$ cat config.mk
export PLATFORM = sky130hd
export DESIGN_NAME = vstu_commit_tracker
export DESIGN_NICKNAME = d
export VERILOG_FILES = /design/src/rtl/ara_pkg.sv /design/src/rtl/vstu_burst_counter.sv /design/src/rtl/vstu_commit_tracker.sv
export SDC_FILE = /design/constraint.sdc
export NUM_CORES = 1
export LEC_CHECK = 0
export CAP_MARGIN = 40
export CORE_ASPECT_RATIO = 0.7
export CORE_MARGIN = 4
export CORE_UTILIZATION = 32
export CTS_BUF_LIST = sky130_fd_sc_hd__clkbuf_8
export DETAILED_ROUTE_END_ITERATION = 16
export PLACE_DENSITY = 0.59
export SYNTH_ARGS = -nofsm -noshare
export SYNTH_HDL_FRONTEND = slang
export SYNTH_SLANG_ARGS = --single-unit
$ cat constraint.sdc
create_clock -name clk_i -period 14.91 [get_ports clk_i]
set_clock_uncertainty 0.05 [all_clocks]
set_input_delay 3.7275 -clock clk_i [delete_from_list [all_inputs] [get_ports clk_i]]
set_output_delay 3.7275 -clock clk_i [all_outputs]
set_load 0.02 [all_outputs]
$ cat src/rtl/ara_pkg.sv
// rtl/ara_pkg.sv - shared types and helpers for the vector store commit tracker
package ara_pkg;

    // Default number of in-flight vector stores tracked by the commit stage
    localparam int unsigned VstuCommitQueueDepth = 4;

    // Index width for a table of num_idx entries; a single entry still needs one bit
    function automatic int unsigned idx_width(input int unsigned num_idx);
        return (num_idx > 1) ? $clog2(num_idx) : 1;
    endfunction

    // Per-entry status flags; the ID and burst counters sit beside this struct
    // because their widths are set by module parameters
    typedef struct packed {
        logic issue_done;
        logic err;
    } vstu_commit_entry_t;

endpackage

$ cat src/rtl/vstu_burst_counter.sv
// rtl/vstu_burst_counter.sv - saturating up-counter with synchronous clear
module vstu_burst_counter #(
    parameter int unsigned Width = 8
) (
    input  logic             clk_i,
    input  logic             rst_ni,
    input  logic             clr_i,
    input  logic             inc_i,
    output logic [Width-1:0] cnt_o
);

    // Clear wins over increment; the count holds at all-ones instead of wrapping
    always_ff @(posedge clk_i or negedge rst_ni) begin
        if (!rst_ni) begin
            cnt_o <= '0;
        end else if (clr_i) begin
            cnt_o <= '0;
        end else if (inc_i && (cnt_o != '1)) begin
            cnt_o <= cnt_o + Width'(1);
        end
    end

endmodule

$ cat src/rtl/vstu_commit_tracker.sv
// rtl/vstu_commit_tracker.sv - in-order commit tracking of vector stores against AXI B responses
module vstu_commit_tracker
    import ara_pkg::*;
#(
    parameter int unsigned NrVInsn       = 8,
    parameter int unsigned QueueDepth    = VstuCommitQueueDepth,
    parameter int unsigned BurstCntWidth = 8,
    localparam int unsigned IdW          = idx_width(NrVInsn)
) (
    input  logic               clk_i,
    input  logic               rst_ni,
    input  logic               insn_valid_i,
    input  logic [IdW-1:0]     insn_id_i,
    output logic               insn_ready_o,
    input  logic               burst_valid_i,
    output logic               burst_ready_o,
    input  logic               issue_done_i,
    input  logic               b_valid_i,
    input  logic [1:0]         b_resp_i,
    output logic               b_ready_o,
    output logic [NrVInsn-1:0] vinsn_done_o,
    output logic               store_error_o,
    output logic [IdW-1:0]     error_id_o,
    output logic               store_pending_o,
    output logic               store_complete_o
);

    localparam int unsigned          PtrW     = idx_width(QueueDepth);
    localparam int unsigned          CntW     = PtrW + 1;
    localparam logic [CntW-1:0]      DepthCnt = CntW'(QueueDepth);
    localparam logic [PtrW-1:0]      LastPnt  = PtrW'(QueueDepth - 1);
    localparam logic [BurstCntWidth-1:0] BurstMax = '1;

    vstu_commit_entry_t       entries_q [QueueDepth];
    logic [IdW-1:0]           ids_q     [QueueDepth];
    logic [BurstCntWidth-1:0] issued_cnt[QueueDepth];
    logic [BurstCntWidth-1:0] acked_cnt [QueueDepth];

    logic [PtrW-1:0] accept_pnt_q, issue_pnt_q, commit_pnt_q;
    logic [CntW-1:0] issue_cnt_q, commit_cnt_q;

    logic                     accept, burst_fire, issue_fire, b_fire;
    logic                     same_entry, retire;
    logic                     commit_done, commit_err;
    logic [BurstCntWidth-1:0] commit_issued, commit_acked;
    logic [IdW-1:0]           commit_id;
    logic [NrVInsn-1:0]       retire_onehot;
    logic [QueueDepth-1:0]    entry_clr, issued_inc, acked_inc;

    function automatic logic [PtrW-1:0] wrap_inc(input logic [PtrW-1:0] pnt);
        return (pnt == LastPnt) ? '0 : pnt + PtrW'(1);
    endfunction

    // Readies look only at registered state so valids never feed back into them
    assign insn_ready_o    = commit_cnt_q != DepthCnt;
    assign burst_ready_o   = (issue_cnt_q != '0) && (issued_cnt[issue_pnt_q] != BurstMax);
    assign b_ready_o       = (commit_cnt_q != '0) &&
                             (acked_cnt[commit_pnt_q] < issued_cnt[commit_pnt_q]);
    assign store_pending_o = commit_cnt_q != '0;

    for (genvar i = 0; i < QueueDepth; i++) begin : gen_cnt
        vstu_burst_counter #(.Width(BurstCntWidth)) i_issued (
            .clk_i  (clk_i),
            .rst_ni (rst_ni),
            .clr_i  (entry_clr[i]),
            .inc_i  (issued_inc[i]),
            .cnt_o  (issued_cnt[i])
        );
        vstu_burst_counter #(.Width(BurstCntWidth)) i_acked (
            .clk_i  (clk_i),
            .rst_ni (rst_ni),
            .clr_i  (entry_clr[i]),
            .inc_i  (acked_inc[i]),
            .cnt_o  (acked_cnt[i])
        );
    end

    // Handshakes, counter strobes and the retire decision on post-update commit-entry values
    always_comb begin
        accept     = insn_valid_i && insn_ready_o;
        burst_fire = burst_valid_i && burst_ready_o;
        issue_fire = issue_done_i && (issue_cnt_q != '0);
        b_fire     = b_valid_i && b_ready_o;

        entry_clr  = '0;
        issued_inc = '0;
        acked_inc  = '0;
        entry_clr[accept_pnt_q]  = accept;
        issued_inc[issue_pnt_q]  = burst_fire;
        acked_inc[commit_pnt_q]  = b_fire;

        // The issue head is the commit entry exactly when nothing older is still awaiting B
        same_entry    = (issue_cnt_q != '0) && (issue_pnt_q == commit_pnt_q);
        commit_issued = issued_cnt[commit_pnt_q] + BurstCntWidth'(burst_fire && same_entry);
        commit_acked  = acked_cnt[commit_pnt_q] + BurstCntWidth'(b_fire);
        commit_done   = entries_q[commit_pnt_q].issue_done || (issue_fire && same_entry);
        commit_err    = entries_q[commit_pnt_q].err || (b_fire && b_resp_i[1]);
        retire        = (commit_cnt_q != '0) && commit_done && (commit_acked == commit_issued);

        commit_id     = ids_q[commit_pnt_q];
        retire_onehot = '0;
        retire_onehot[commit_id] = 1'b1;
    end

    // Queue bookkeeping plus the registered retire/error report
    always_ff @(posedge clk_i or negedge rst_ni) begin
        if (!rst_ni) begin
            for (int i = 0; i < QueueDepth; i++) begin
                entries_q[i] <= '0;
                ids_q[i]     <= '0;
            end
            accept_pnt_q     <= '0;
            issue_pnt_q      <= '0;
            commit_pnt_q     <= '0;
            issue_cnt_q      <= '0;
            commit_cnt_q     <= '0;
            vinsn_done_o     <= '0;
            store_error_o    <= 1'b0;
            error_id_o       <= '0;
            store_complete_o <= 1'b0;
        end else begin
            // The accepted slot is always free, so it never collides with issue/commit writes
            if (accept) begin
                entries_q[accept_pnt_q] <= '0;
                ids_q[accept_pnt_q]     <= insn_id_i;
                accept_pnt_q            <= wrap_inc(accept_pnt_q);
            end
            if (issue_fire) begin
                entries_q[issue_pnt_q].issue_done <= 1'b1;
                issue_pnt_q                       <= wrap_inc(issue_pnt_q);
            end
            if (b_fire && b_resp_i[1]) begin
                entries_q[commit_pnt_q].err <= 1'b1;
            end
            if (retire) begin
                commit_pnt_q <= wrap_inc(commit_pnt_q);
            end
            issue_cnt_q  <= issue_cnt_q + CntW'(accept) - CntW'(issue_fire);
            commit_cnt_q <= commit_cnt_q + CntW'(accept) - CntW'(retire);

            vinsn_done_o     <= retire ? retire_onehot : '0;
            store_complete_o <= retire;
            store_error_o    <= retire && commit_err;
            error_id_o       <= (retire && commit_err) ? commit_id : '0;
        end
    end

endmodule

==> out/metrics.cfg, run 1 <==
[critical_path]
cp-startpoint=commit_pnt_q[1]
crit_fanout=15
end_kind=primary output
cp.arrival_ns=3.99
crit_path_start_kind=flip-flop
slowest_stage=dfrtp_1
r2r_slack_ns=8.49
r2r_end=commit_cnt_q[2]
cp-endpoint=b_ready_o
cp_common_cell=a21o_1
reg2reg_depth=23
crit_chain=buf_4 > mux4_1 > inv_1 > ha_1 > a21o_1 > a21o_1 > a221o_1 > a21boi_0 > clkdlybuf4s50_1
worst-endpoint-required_ns=11.13
critPathKind=reg2out
r2r-start=commit_pnt_q[1]
max_stage_delay_ns=0.74

[cts]
path_clk_slew_ns=0.13
post_cts_resized=0
clockBufferDepth=2
cts_tree=built
h-tree-depth=3
worstSkewPairLatency_ns=0.39
cts_root_buffer=clkbuf_8
cts_setup_buffers=0
clock_sinks=109
cts_inserted_buffers=9
hold_buffers=0

[drt]
firstDrtPassIters=5
wire_per_inst_um=16.7
drt-vias-per-instance=5.16
first_iter_violations=415
wirelength_um=14900
antenna_left=0
route.detailed.drc=0
route.vias.total=4620

[worst_hold_path]
hold_path_class=reg2reg

[grt]
grt_use_met2_pct=20.1
grt_max_degree=63
grtUsageMet3_pct=3.77
grt_usage_pct=14.0
grt_pass1_vias=4675
grt_pass1_wl_um=25000
globalRoute.busiestLayer=met1
antenna_found_initial=0
grt_overflow_total=0
grt_util_met1_pct=21.5

[floorplan]
fp.dieH_um=126
die_w_um=176
start_util_pct=33.1
dieArea_sq_mm=0.0222
rows=42
io_pins=28
coreArea_sq_mm=0.0192

[placement]
gp_congestion=0.832
hpwl_um=11000
io_buffers=26

[yosys]
synth_top_family_by_area=simple AND/OR/NAND/NOR gates
synth-edff-count=0
synth-seq-area-share_pct=43.0
synth_fa_ha_area_share_pct=7.54
async_flop_share_pct=100
syn_inst=599
synth_simple_gate_area_share_pct=19.3
synth_compound_area_share_pct=5.49
syn_area_sq_mm=0.00634
yosys_warnings=0
syn_area_per_cell_sq_um=10.6
syn_nets=647
yosysUniqueCellTypes=52
synth_flop_cell=dfrtp_1
ys_ff_latch=109
synth_xor_area_share_pct=10.7
muxShareOfSynthArea_pct=10.5

[timing]
whs_ns=0.443
hold_viol=0
maxSlewViolCount=0
period_share_pct=52.1
rsz0062_at_grt=no
fmax_mhz=129
slew_headroom_pct=40.1
min_period_ns=7.77
finalSetupTns_ns=0
max_slew.worst_pin.slew_ns=0.899
setup_viol_count_final=0

[job]
cap_violations=0

[cells_and_area]
seq_area_sq_mm=0.00273
final_layout_size_suffix_gt1_share_pct=8.72
diodes=0
utilization_pct=37.2
multi_input_area_sq_mm=0.00340
areaGrowthSynthToFinish_pct=12.5
nets=674
fillers=1881

[power]
p_per_area_mw_per_mm2=172
leakagePower_nw=3.17
vdd_drop_max_mv=0.0664

[run_status]
outcome=completed

-- power breakdown --
group | total (mW) | switching (mW) | internal (mW) | leakage (nW)
Combinational | 0.592 | 0.334 | 0.258 | 1.62
Sequential | 0.447 | 0.0758 | 0.371 | 1.45
Clock | 0.190 | 0.122 | 0.0683 | 0.105
Total | 1.23 | 0.531 | 0.697 | 3.17
-- sequential cells by signal, indices dropped and copies added, names as in the netlist, 3 cells and up --
| signal | flops |
|---|---|
| entries_q | 8 |
| vinsn_done_o | 8 |
| commit_cnt_q | 3 |
| ids_q | 12 |
| issue_cnt_q | 3 |
| gen_cnt.i_issued.cnt_o | 32 |
| gen_cnt.i_acked.cnt_o | 32 |
| error_id_o | 3 |
-- cells by family after synthesis --
logic type / Yosys count
and+or+nand+nor: 249
DFF: 109
muxes: 37
adders and majority gates: 37
buffers and inverters: 48
AOI/OAI and AO/OA: 44
xor gates and xnor gates: 75
-- stage by stage --
step	total power, mW	worst slack, ns	cells	instance area (sq um)
finish	1.23	7.14	895	7130
floorplan	0.884	7.78	599	6340
global placement	1.01	6.83	874	6850
CTS	1.24	7.12	894	7130
detailed placement	1.05	6.75	878	6920
global route	1.33	6.88	895	7130
-- how the worst min path moves through the flow --
stage | end | slack, ns | depth (start not counted) | from
finish | ids_q[11] | 0.44 | 2 | ids_q[11]
CTS | ids_q[3] | 0.45 | 2 | ids_q[3]
floorplan | ids_q[3] | 0.39 | 2 | ids_q[3]
global route | ids_q[3] | 0.47 | 2 | ids_q[3]
detailed placement | ids_q[2] | 0.42 | 2 | ids_q[2]
global placement | ids_q[11] | 0.40 | 2 | ids_q[11]
-- metal layers --
layer | vias to the layer above | wire [um]
li1 | 2142 | -
met1 | 2331 | 7390
met2 | 139 | 6330
met3 | 8 | 1100
met4 | 0 | 87
met5 | - | 0
-- cell usage in the layout (no fill, tap or decap), types with 5 or more instances in the layout --
cell,netlist,layout
mux4_1,7,7
o21ai_0,9,9
and2_1,5,5
mux4_2,14,14
nor2_1,78,78
nor3_1,10,10
nand4_1,16,16
inv_1,28,28
xnor2_1,36,36
clkdlybuf4s50_1,0,25
nand2_1,69,69
a21oi_1,7,7
mux2_2,7,7
dfrtp_1,109,109
nand3_1,17,17
buf_4,2,6
xor2_1,37,37
ha_1,35,35
mux2i_1,9,9
and4_1,11,11
and3_1,18,18
clkbuf_8,0,9
-- synthesized netlist by cell type (5+ instances only) --
| cell type | n | area, sq um |
|---|---|---|
| nor3_1 | 10 | 50.1 |
| clkbuf_1 | 12 | 45.0 |
| a21oi_1 | 7 | 35.0 |
| and4_1 | 11 | 96.3 |
| xnor2_1 | 36 | 315 |
| ha_1 | 35 | 438 |
| inv_1 | 28 | 105 |
| mux4_1 | 7 | 184 |
| nand3_1 | 17 | 85.1 |
| and3_1 | 18 | 113 |
| dfrtp_1 | 109 | 2730 |
| mux2i_1 | 9 | 90.1 |
| xor2_1 | 37 | 324 |
| mux4_2 | 14 | 315 |
| mux2_2 | 7 | 78.8 |
| nand2_1 | 69 | 259 |
| o21ai_0 | 9 | 45.0 |
| and2_1 | 5 | 31.3 |
| nor2_1 | 78 | 293 |
| nand4_1 | 16 | 100 |
-- cell type report --
cell class | instances | area share (%)
Inverter | 28 | 1.47
Timing Repair Buffer | 36 | 5.09
Sequential cell | 109 | 38.2
Clock buffer | 9 | 1.74
Tap cell | 264 | 4.63
Clock inverter | 7 | 1.21
Multi-Input combinational cell | 442 | 47.6
-- worst max-delay path: cells and delay by family (launching register included) --
kind	cells	cell delay, ns
AOI/OAI and AO/OA	4	1.08
adders and majority gates	1	0.24
buffers and inverters	3	1.13
DFF	1	0.74
muxes	1	0.41
(Power assumes the default switching activity.)
==> run 2: changes to the inputs <==
--- a/config.mk
+++ b/config.mk
@@ -11,7 +11,7 @@
 export CORE_UTILIZATION = 32
 export CTS_BUF_LIST = sky130_fd_sc_hd__clkbuf_8
 export DETAILED_ROUTE_END_ITERATION = 16
-export PLACE_DENSITY = 0.59
+export PLACE_DENSITY = 0.6
 export SYNTH_ARGS = -nofsm -noshare
 export SYNTH_HDL_FRONTEND = slang
 export SYNTH_SLANG_ARGS = --single-unit
==> constraint.sdc (replaced) <==
create_clock -name clk_i -period 6.6 [get_ports clk_i]
set_clock_uncertainty 0.05 [all_clocks]
set_input_delay 1.65 -clock clk_i [delete_from_list [all_inputs] [get_ports clk_i]]
set_output_delay 1.65 -clock clk_i [all_outputs]
set_load 0.02 [all_outputs]
==> run 2 against run 1 <==
Effect of this change:
- total power grew 130%
- via count shrank 0.48%
- non-clock buffer count grew 4
- sequential power grew 130%
- flip-flop and latch count is the same
- critical path type is now reg2reg
- largest cell class unchanged
- largest power group unchanged
==> out/metrics.cfg, run 2 (synthesis results as in run 1) <==
[run_status]
outcome=completed

[cells_and_area]
nets=678  ; +0.59%
utilization_pct=37.2  ; +0.052 points
reg_top3=gen_cnt.i_acked.cnt_o (32), gen_cnt.i_issued.cnt_o (32), ids_q (12)
areaGrowthSynthToFinish_pct=12.6
final_area_sq_mm=0.00714  ; +0.14%
fin_cells=899  ; +0.45%
final_common_cell=dfrtp_1
final_cell_mix=dfrtp_1 (109), nor2_1 (78), nand2_1 (69), xor2_1 (37), xnor2_1 (36)
final_layout_size_suffix_gt1_share_pct=9.29  ; +0.58 points
fillers=1894  ; +0.69%
diodes=0  ; unchanged

[critical_path]
slowest_stage=dfrtp_1
cp.arrival_ns=6.36  ; +2.37 ns
max_stage_delay_ns=0.75  ; about the same
worst-endpoint-required_ns=6.87  ; -4.26 ns
critPathKind=reg2reg
crit_path_start_kind=flip-flop
crit_buf_inv=4  ; +1
end_kind=flip-flop
critPathTopFamily=compound AO/OA/AOI/OAI gates
crit_chain=mux4_1 > inv_1 > ha_1 > a21o_1 > a21o_1 > a221o_1 > a21oi_4 > ha_1 > nand2_1 > o2bb2ai_1 > nand2_1 > xnor3_1 > nand4b_1 > or4_1 > inv_1 > ha_1 > inv_1 > ha_1 > inv_1 > fa_1 > xnor2_1 > xnor2_1
crit_fanout=11  ; -4

[drt]
firstDrtPassIters=4  ; -1
route.detailed.drc=0  ; unchanged
first_iter_violations=277  ; -33%
antenna_left=0  ; unchanged
wire_per_inst_um=17.0  ; +1.9%
route.vias.total=4598  ; -0.48%
drt-vias-per-instance=5.11  ; -0.92%
wirelength_um=15300  ; +2.4%

[power]
p_per_area_mw_per_mm2=396  ; +130%
finalPower_mw=2.83  ; +130%
vdd_drop_max_mv=0.192  ; +190%
leakagePower_nw=3.19  ; +0.35%

[floorplan]
fp.dieH_um=126  ; unchanged
rows=42  ; unchanged
io_pins=28  ; unchanged
coreArea_sq_mm=0.0192  ; unchanged
start_util_pct=33.1  ; unchanged
die_w_um=176  ; unchanged
dieArea_sq_mm=0.0222  ; unchanged

[cts]
worstSkewPairLatency_ns=0.39  ; about the same
cts_root_buffer=clkbuf_8
path_clk_slew_ns=0.12  ; about the same
clockBufferDepth=2  ; unchanged
cts_inserted_buffers=9  ; unchanged
post_cts_resized=0  ; unchanged
h-tree-depth=3  ; unchanged
clock_sinks=109  ; unchanged
cts_setup_buffers=0  ; unchanged
hold_buffers=0  ; unchanged
cts_tree=built

[timing]
min_period_ns=6.09
fmax_mhz=164
slew_headroom_pct=39.8  ; -0.26 points
max_slew.worst_pin.slew_ns=0.902  ; +0.00385 ns
rsz0062_at_grt=no
period_share_pct=92.3
setup_viol_count_final=0  ; unchanged
hold_viol=0  ; unchanged
maxSlewViolCount=0  ; unchanged
finalSetupTns_ns=0  ; unchanged

[grt]
antenna_found_initial=0  ; unchanged
grt_overflow_total=0  ; unchanged
grt_pass1_wl_um=25100  ; +0.22%
grt_usage_pct=14.1  ; +0.079 points
grt_max_degree=64  ; +1.6%
grt_pass1_vias=4644  ; -0.66%

[placement]
gp_congestion=0.874  ; +5.1%
hpwl_um=11500  ; +3.8%
dp.cells=883  ; +0.57%
io_buffers=26  ; unchanged
place_area_sq_mm=0.00694  ; +0.33%

[job]
cap_violations=0  ; unchanged

[worst_hold_path]
hold_path_class=reg2reg

-- run 2: cell types whose count changed in the layout (fill, tap and decap cells not counted), sizes merged --
cell	delta
buf	+4
inv	+1
clkinv	-1
-- run 2: final cells by class --
cell class	instances	area [sq um]	share of cell area, %
Tap cell	264	330	4.63
Inverter	28	105	1.47
Timing Repair Buffer	40	380	5.33
Multi-Input combinational cell	442	3400	47.5
Sequential cell	109	2730	38.2
Clock buffer	9	124	1.73
Clock inverter	7	78.8	1.10
-- run 2: worst reg2reg max path, stage by stage (launching register included) --
cell	delay [ns]
dfrtp_1	0.75
mux4_1	0.73
inv_1	0.13
ha_1	0.25
a21o_1	0.19
a21o_1	0.17
a221o_1	0.46
a21oi_4	0.35
ha_1	0.25
nand2_1	0.06
o2bb2ai_1	0.27
nand2_1	0.10
xnor3_1	0.19
nand4b_1	0.20
or4_1	0.62
inv_1	0.11
ha_1	0.23
inv_1	0.06
ha_1	0.13
inv_1	0.05
fa_1	0.38
xnor2_1	0.18
xnor2_1	0.14
-- run 2: metal layers --
metal | vias up | track usage (%) | part of all wire, %
li1 | 2154 | - | -
met1 | 2333 | 21.6 | 51
met2 | 102 | 20.8 | 43
met3 | 9 | 3.09 | 6.1
met4 | 0 | 2.43 | 0.63
met5 | - | 0 | 0
-- run 2: power by group --
| group | switching [mW] | internal (mW) |
|---|---|---|
| clock network | 0.273 | 0.152 |
| registers | 0.194 | 0.838 |
| logic | 0.755 | 0.613 |
-- run 2: stage by stage --
step                setup slack (ns)  hold WS [ns]
floorplan                       1.13         0.390
CTS                            0.500         0.441
finish                         0.507         0.441
global placement               0.624         0.404
global route                  0.0901         0.459
detailed placement             0.514         0.410
-- run 2: worst paths after layout --
kind,from,end,slack (ns),cells after the start
worst max register to register,commit_pnt_q[0],commit_cnt_q[2],0.51,22
worst min-delay path,ids_q[0],ids_q[0],0.44,2
worst max-delay path,commit_pnt_q[0],commit_cnt_q[2],0.51,22
min in group asynchronous,rst_ni,error_id_o[2],1.20,1
max in group asynchronous,rst_ni,gen_cnt[2].i_issued.cnt_o[2],4.01,2
worst min register to register,ids_q[0],ids_q[0],0.44,2
